--- config.mk ---
export PLATFORM = sky130hd
export DESIGN_NAME = time_keeper
export DESIGN_NICKNAME = d
export VERILOG_FILES = /design/src/rtl/time_pkg.sv /design/src/rtl/tick_gen.sv /design/src/rtl/time_keeper.sv
export SDC_FILE = /design/constraint.sdc
export NUM_CORES = 1
export LEC_CHECK = 0
export BUFFER_PORTS_ARGS = -buffer_cell sky130_fd_sc_hd__buf_4
export CORE_ASPECT_RATIO = 1.2
export CORE_MARGIN = 5
export CORE_UTILIZATION = 35
export CTS_CLUSTER_SIZE = 8
export DETAILED_ROUTE_END_ITERATION = 16
export GPL_TIMING_DRIVEN = 0
export HOLD_SLACK_MARGIN = 0.15
export PLACE_DENSITY = 0.57
export SLEW_MARGIN = 30
export SYNTH_ARGS = -nofsm -noshare
export SYNTH_HDL_FRONTEND = slang
export SYNTH_HIERARCHICAL = 1
export SYNTH_SLANG_ARGS = --single-unit
--- constraint.sdc ---
create_clock -name clk -period 3.15 [get_ports clk]
set_clock_uncertainty 0.2 [all_clocks]
set_input_delay 0.7875 -clock clk [delete_from_list [all_inputs] [get_ports clk]]
set_output_delay 0.7875 -clock clk [all_outputs]
set_load 0.02 [all_outputs]
--- src/rtl/time_pkg.sv ---
// Shared time-of-day digit type and per-digit limits, also used by the editor and display driver.
package time_pkg;

  typedef logic [3:0] bcd_t;

  localparam bcd_t SEC0_MAX       = 4'd9;
  localparam bcd_t SEC1_MAX       = 4'd5;
  localparam bcd_t MIN0_MAX       = 4'd9;
  localparam bcd_t MIN1_MAX       = 4'd5;
  localparam bcd_t HRS0_MAX       = 4'd9;
  localparam bcd_t HRS1_MAX       = 4'd2;
  localparam bcd_t HRS0_MAX_AT_20 = 4'd3;

  // Out-of-range digits collapse to zero rather than saturating.
  function automatic bcd_t clip(input bcd_t d, input bcd_t lim);
    return (d > lim) ? 4'd0 : d;
  endfunction

endpackage

--- src/rtl/tick_gen.sv ---
// Divide-by-DIV prescaler; strobe is high in the last cycle of each period, clr holds it at zero.
module tick_gen #(
  parameter int unsigned DIV = 100_000_000
) (
  input  logic clk,
  input  logic rst,
  input  logic clr,
  output logic strobe
);

  localparam int unsigned CW = (DIV > 1) ? $clog2(DIV) : 1;
  localparam logic [CW-1:0] LAST = CW'(DIV - 1);
  localparam logic [CW-1:0] ONE  = CW'(1);

  logic [CW-1:0] cnt_q, cnt_d;

  assign strobe = !clr && (cnt_q == LAST);

  always_comb begin
    cnt_d = cnt_q + ONE;
    if (clr || strobe) cnt_d = '0;
  end

  always_ff @(posedge clk or negedge rst) begin
    if (!rst) cnt_q <= '0;
    else      cnt_q <= cnt_d;
  end

endmodule

--- src/rtl/time_keeper.sv ---
// Live HH:MM:SS counter: loads while edit is held, cleans up illegal digits on release,
// then counts one second per prescaler strobe and wraps at midnight.
module time_keeper
  import time_pkg::*;
#(
  parameter int unsigned DIV = 100_000_000
) (
  input  logic       clk,
  input  logic       rst,
  input  logic       edit,
  input  logic [3:0] ld_sec0,
  input  logic [3:0] ld_sec1,
  input  logic [3:0] ld_min0,
  input  logic [3:0] ld_min1,
  input  logic [3:0] ld_hrs0,
  input  logic [3:0] ld_hrs1,
  output logic [3:0] sec0,
  output logic [3:0] sec1,
  output logic [3:0] min0,
  output logic [3:0] min1,
  output logic [3:0] hrs0,
  output logic [3:0] hrs1,
  output logic       tick,
  output logic       day_wrap
);

  logic strobe;
  logic edit_d;
  bcd_t sec0_next, sec1_next, min0_next, min1_next, hrs0_next, hrs1_next;
  logic tick_next, wrap_next;

  tick_gen #(
    .DIV (DIV)
  ) u_tick_gen (
    .clk    (clk),
    .rst    (rst),
    .clr    (edit),
    .strobe (strobe)
  );

  always_comb begin
    sec0_next = sec0;
    sec1_next = sec1;
    min0_next = min0;
    min1_next = min1;
    hrs0_next = hrs0;
    hrs1_next = hrs1;
    tick_next = 1'b0;
    wrap_next = 1'b0;
    if (edit) begin
      sec0_next = ld_sec0;
      sec1_next = ld_sec1;
      min0_next = ld_min0;
      min1_next = ld_min1;
      hrs0_next = ld_hrs0;
      hrs1_next = ld_hrs1;
    end else if (edit_d) begin
      // Prescaler was just cleared, so no strobe can collide with this pass.
      sec0_next = clip(sec0, SEC0_MAX);
      sec1_next = clip(sec1, SEC1_MAX);
      min0_next = clip(min0, MIN0_MAX);
      min1_next = clip(min1, MIN1_MAX);
      hrs0_next = clip(hrs0, HRS0_MAX);
      hrs1_next = clip(hrs1, HRS1_MAX);
      if (hrs1_next == HRS1_MAX && hrs0_next > HRS0_MAX_AT_20) hrs0_next = HRS0_MAX_AT_20;
    end else if (strobe) begin
      tick_next = 1'b1;
      if (sec0 != SEC0_MAX) sec0_next = sec0 + 4'd1;
      else begin
        sec0_next = 4'd0;
        if (sec1 != SEC1_MAX) sec1_next = sec1 + 4'd1;
        else begin
          sec1_next = 4'd0;
          if (min0 != MIN0_MAX) min0_next = min0 + 4'd1;
          else begin
            min0_next = 4'd0;
            if (min1 != MIN1_MAX) min1_next = min1 + 4'd1;
            else begin
              min1_next = 4'd0;
              if (hrs1 == HRS1_MAX && hrs0 == HRS0_MAX_AT_20) begin
                hrs0_next = 4'd0;
                hrs1_next = 4'd0;
                wrap_next = 1'b1;
              end else if (hrs0 == HRS0_MAX) begin
                hrs0_next = 4'd0;
                hrs1_next = hrs1 + 4'd1;
              end else begin
                hrs0_next = hrs0 + 4'd1;
              end
            end
          end
        end
      end
    end
  end

  always_ff @(posedge clk or negedge rst) begin
    if (!rst) begin
      sec0     <= 4'd0;
      sec1     <= 4'd0;
      min0     <= 4'd0;
      min1     <= 4'd0;
      hrs0     <= 4'd0;
      hrs1     <= 4'd0;
      tick     <= 1'b0;
      day_wrap <= 1'b0;
      edit_d   <= 1'b0;
    end else begin
      sec0     <= sec0_next;
      sec1     <= sec1_next;
      min0     <= min0_next;
      min1     <= min1_next;
      hrs0     <= hrs0_next;
      hrs1     <= hrs1_next;
      tick     <= tick_next;
      day_wrap <= wrap_next;
      edit_d   <= edit;
    end
  end

endmodule

Yosys cells after proc, flatten, opt, wreduce, memory -nomap -nowiden. Cells that the tools add are included.

Output and inout bits: 26. Bits in registers: 54. Word-level logic and storage cells: 113.

Multiplexer cells: 59. Reduce and logical (&&, ||, !) cells: 13. Add/sub/neg operators: 7. Equality and inequality tests: 17. Order comparisons: 7.

Operator list (number): 4-bit 2-to-1 mux (47); 27-bit by 1-bit adder with 27-bit output (second input constant) (1); 27-bit equality test (second input constant) (1); 27-bit 2-to-1 mux (1); 4-bit by 1-bit adder with 4-bit output (second input constant) (6); 4-bit by 2-bit equality test with 1-bit output (second input constant) (3); 4-bit greater-than comparator (second input constant) (3); 3-bit by 2-bit != test with 1-bit output (second input constant) (4); 3-bit != test (second input constant) (4); 1-bit 2-to-1 mux (11); 5-bit AND reduction (2); 4-bit by 2-bit greater-than comparator with 1-bit output (second input constant) (2); 4-bit by 3-bit greater-than comparator with 1-bit output (second input constant) (2); 4-bit by 3-bit != test with 1-bit output (second input constant) (2); 4-bit != test (second input constant) (2); 6-bit AND reduction (1); 4-bit equality test (second input constant) (1); 4-bit AND reduction (1); 4-bit nonzero test (1); 1-bit logical AND (3); 3-bit AND reduction (1); 3-bit nonzero test (1); 2-bit AND reduction (1); 1-bit zero test (1); 1-bit logical OR (1).

Longest topological paths before layout.
Depth after elaboration: 10. Depth in mapped cells: 9. Mapped depth without buffers: 8.

By module. The synthesis kept the hierarchy.

By module, submodules not included: time_keeper (instances 1, cells each 215, sequential area each 675.6 µm², area an instance 1820.5 µm²); tick_gen (instances 1, cells each 173, sequential area each 675.6 µm², area an instance 1550.2 µm²).

Worst setup path before layout. OpenSTA, ideal clock, no wires.

Path kind: input port to flip-flop. Start: input port edit. End: register min1[2]. Setup time: 0.121 ns. Required time: 2.829 ns. Arrival time: 2.614 ns. Setup slack: 0.215 ns. Stages on the path: 8. Cells stage by stage: clkbuf_1 > clkbuf_1 > nor4_1 > nor2_1 > a31o_1 > a21oi_1 > o31ai_1 > a22o_1.

Longest elaborated chain between the ends: 4.

RTL lines: start: declaration (line time_keeper.sv:10) `input logic edit,`; 1-bit zero test (line tick_gen.sv:17) `assign strobe = !clr && (cnt_q == LAST);`; 1-bit logical AND (line tick_gen.sv:17); named net strobe (line time_keeper.sv:27) `logic strobe;`; 3-bit nonzero test (no source line); 5-bit AND reduction (no source line); end signal: assignment (line time_keeper.sv:112) `min1 <= min1_next;`; end: declaration (line time_keeper.sv:20) `output logic [3:0] min1,`.

The timed path passes the listed nets, and every way through them passes these cells. A chain may end at the register's enable or synchronous reset.

Worst setup path in the final report.
Start: input port edit. End: register min1[1].

Same word-level chain as after synthesis.

==> impl_metrics.yaml <==
grt:
  track_usage: 0.166
  grt_pass1_vias: 3173
  grt_max_degree: 55
  grt_overflow: 0
  grt_antenna_before_repair: 0
  grt_pass1_wl_um: 16200
cts:
  max-clock-path-buffers: 2
  insertion_delay_ns: 0.29
  cts-root-buf: "clkbuf_16"
  htreeDepth: 2
  cts_inserted_buffers: 5
  cts_sinks: 54
  cts_tree: "done"
  ctsHoldBuffers: 0
  clk_pin_slew_worst_paths_ns: 0.07
timing:
  finalSetupTns_ns: 0
  max_freq_ghz: 0.345
  max-slew-margin-rel: 0.520
  fin_ws_ns: 0.254
  maxSlewViolCount: 0
  holdWs_ns: 0.325
  final.min_clock_period_ns: 2.90
  timing.final.crit_share: 0.919
  rsz0062_at_grt: "false"
  hold_viol: 0
  tightest_slew_ns: 0.720
  setup_viol: 0
yosys:
  synth_top_area_cell: "dfrtp_1"
  ys_seq_elements: 54
  synthTopCellsByCount: "54 x dfrtp_1, 38 x nand2_1, 29 x a21oi_1"
  yosysWarnings: 6
  synth_most_common_cell: "dfrtp_1"
  syn_nets: 418
  synthFlopType: "dfrtp_1"
  syn_avg_cell_area_um2: 8.69
  ys_types: 68
  synth-edff-count: 0
  seq_area_frac_synth: 0.401
  yosysTopAreaCellShare: 0.401
  synth_area_um2: 3370
  netlist_instances: 388
  synth.area.top_cells: "dfrtp_1 40%, a21oi_1 4.3%, nand2_1 4.2%"
  async_reset_ff_frac: 1.00
route:
  drc: 0
  drt_iter0_drc: 107
  ant_nets: 0
  first_pass_iters: 4
  drt-total-wl_um: 9390
  dr_total_vias: 3204
  viasPerCell: 5.60
  avgRoutedWirePerCell_um: 16.4
floorplan:
  rows: 39
  core_area_um2: 9470
  die_w_um: 99.6
  num_io_pins: 53
  start_util: 0.356
  die_h_um: 118
  dieArea_um2: 11700
worst_setup_path:
  cp_num_buf_inv: 3
  crit_path_max_fanout: 10
  slowest_stage: "nor4_4"
  crit_family: "compound AO/OA/AOI/OAI gates"
  critical_path.startpoint_type: "input port"
  path_class: "in2reg"
  end_kind: "flop"
  arrival_ns: 2.87
  path_cells: "buf_4 -> clkbuf_1 -> clkbuf_1 -> nor4_4 -> nor2_1 -> a31o_1 -> a21oi_2 -> o21ai_1 -> a22o_1"
  slowest_delay_ns: 0.46
  cp_data_required_time_ns: 3.13
  cpMostUsedCell: "clkbuf_1"
placement:
  pre_cts_slack_ns: -0.536
  io_buffers: 52
  placed_area_um2: 3920
  gp_congestion: 0.815
  place_hpwl_um: 6730
layout:
  fin_util: 0.434
  final_area_um2: 4110
  n_antenna_cell: 0
  nNetsFinal: 478
  drive_gt1_frac: 0.196
  syn_to_final_growth_pct: 21.9
  nFillCells: 969
power_and_ir_drop:
  leakage_nw: 1.69
  power_density_nw_per_um2: 498
  peakVddDrop_uv: 293
worst_hold_path:
  hp-class: "reg2reg"
run:
  max-cap-violations: 0
outcome:
  status: "completed"
## final timing paths
| check | from | slack [ns] | depth (start not counted) | end |
|---|---|---|---|---|
| max | edit | 0.25 | 9 | min1[1]$_DFFE_PN0P_ |
| min | u_tick_gen/cnt_q[0]$_DFF_PN0_ | 0.32 | 1 | u_tick_gen/cnt_q[0]$_DFF_PN0_ |
| max reg2reg | u_tick_gen/cnt_q[12]$_DFF_PN0_ | 0.30 | 9 | min1[1]$_DFFE_PN0P_ |
| min reg2reg | u_tick_gen/cnt_q[0]$_DFF_PN0_ | 0.32 | 1 | u_tick_gen/cnt_q[0]$_DFF_PN0_ |
| max in group asynchronous | rst | 1.92 | 1 | u_tick_gen/cnt_q[24]$_DFF_PN0_ |
| min in group asynchronous | rst | 0.33 | 1 | hrs0[0]$_DFFE_PN0P_ |
## metal layers
layer / track usage / vias to the layer above / share of wire
met5: 0 / - / 0
met4: 0.0418 / 0 / 0.011
met3: 0.0261 / 9 / 0.043
met2: 0.287 / 66 / 0.50
met1: 0.216 / 1550 / 0.45
li1: - / 1579 / -
## cell type report
| cell class | count | area (um2) | share of cell area |
|---|---|---|---|
| Buffer | 17 | 88.8 | 0.0216 |
| Clock buffer | 6 | 129 | 0.0314 |
| Clock inverter | 2 | 37.5 | 0.00914 |
| Inverter | 18 | 81.3 | 0.0198 |
| Multi-Input combinational cell | 299 | 1870 | 0.455 |
| Sequential cell | 54 | 1350 | 0.329 |
| Tap cell | 123 | 154 | 0.0375 |
| Timing Repair Buffer | 53 | 398 | 0.0968 |
## kinds of logic (layout without fill, tap and decap cells)
kind of cell             Yosys count  in the layout  share of synthesized area
adder cells (fa/ha/maj)            3              3                     0.0111
buffers and inverters             35             96                     0.0501
flip-flops                        54             54                      0.401
XOR/XNOR                           9              9                     0.0234
AO/OA/AOI/OAI                    119            119                      0.233
AND/OR/NAND/NOR                  168            168                      0.282
## through the flow
step	instances	total power, W
after floorplan	388	0.00120
after global placement	563	0.00141
after detailed placement	563	0.00143
after CTS	571	0.00207
after global routing	572	0.00217
final	572	0.00205
## sequential cells by signal (all words and copies together) (netlist names)
signal            count
u_tick_gen/cnt_q     27
hrs0                  4
hrs1                  4
min0                  4
min1                  4
sec0                  4
sec1                  4
day_wrap              1
edit_d                1
tick                  1
## power by group
| part | switching (W) | internal, W | total (W) | leakage [nW] |
|---|---|---|---|---|
| Sequential | 0.000127 | 0.000769 | 0.000896 | 0.704 |
| Combinational | 0.000283 | 0.000232 | 0.000515 | 0.910 |
| Clock | 0.000259 | 0.000376 | 0.000636 | 0.0771 |
| Total | 0.000669 | 0.00138 | 0.00205 | 1.69 |
## cells in the final DEF, fill, tap and decap left out, drive strengths merged, types with 4 or more instances in the layout
cell    synthesis  layout
nand2          39      39
inv            16      16
and4            5       5
nor4            4       4
xor2            7       7
dfrtp          54      54
nor2           29      29
nand4          11      11
or3             6       6
and4bb          4       4
o31ai           5       5
a31oi           5       5
a22o            4       4
and3            5       5
buf             7      60
or4            11      11
o21ai          37      37
o211ai          5       5
nor3            6       6
nor2b           8       8
nand3          22      22
clkbuf         10      16
o22ai           4       4
a21oi          30      30
o221ai          6       6
## what timing repair did
action	CTS	global route
resized for setup	3	2
setup buffers	0	1
pin swaps	0	1
setup endpoints to repair	21	16
No activity file was read; power rests on OpenSTA's default activity.
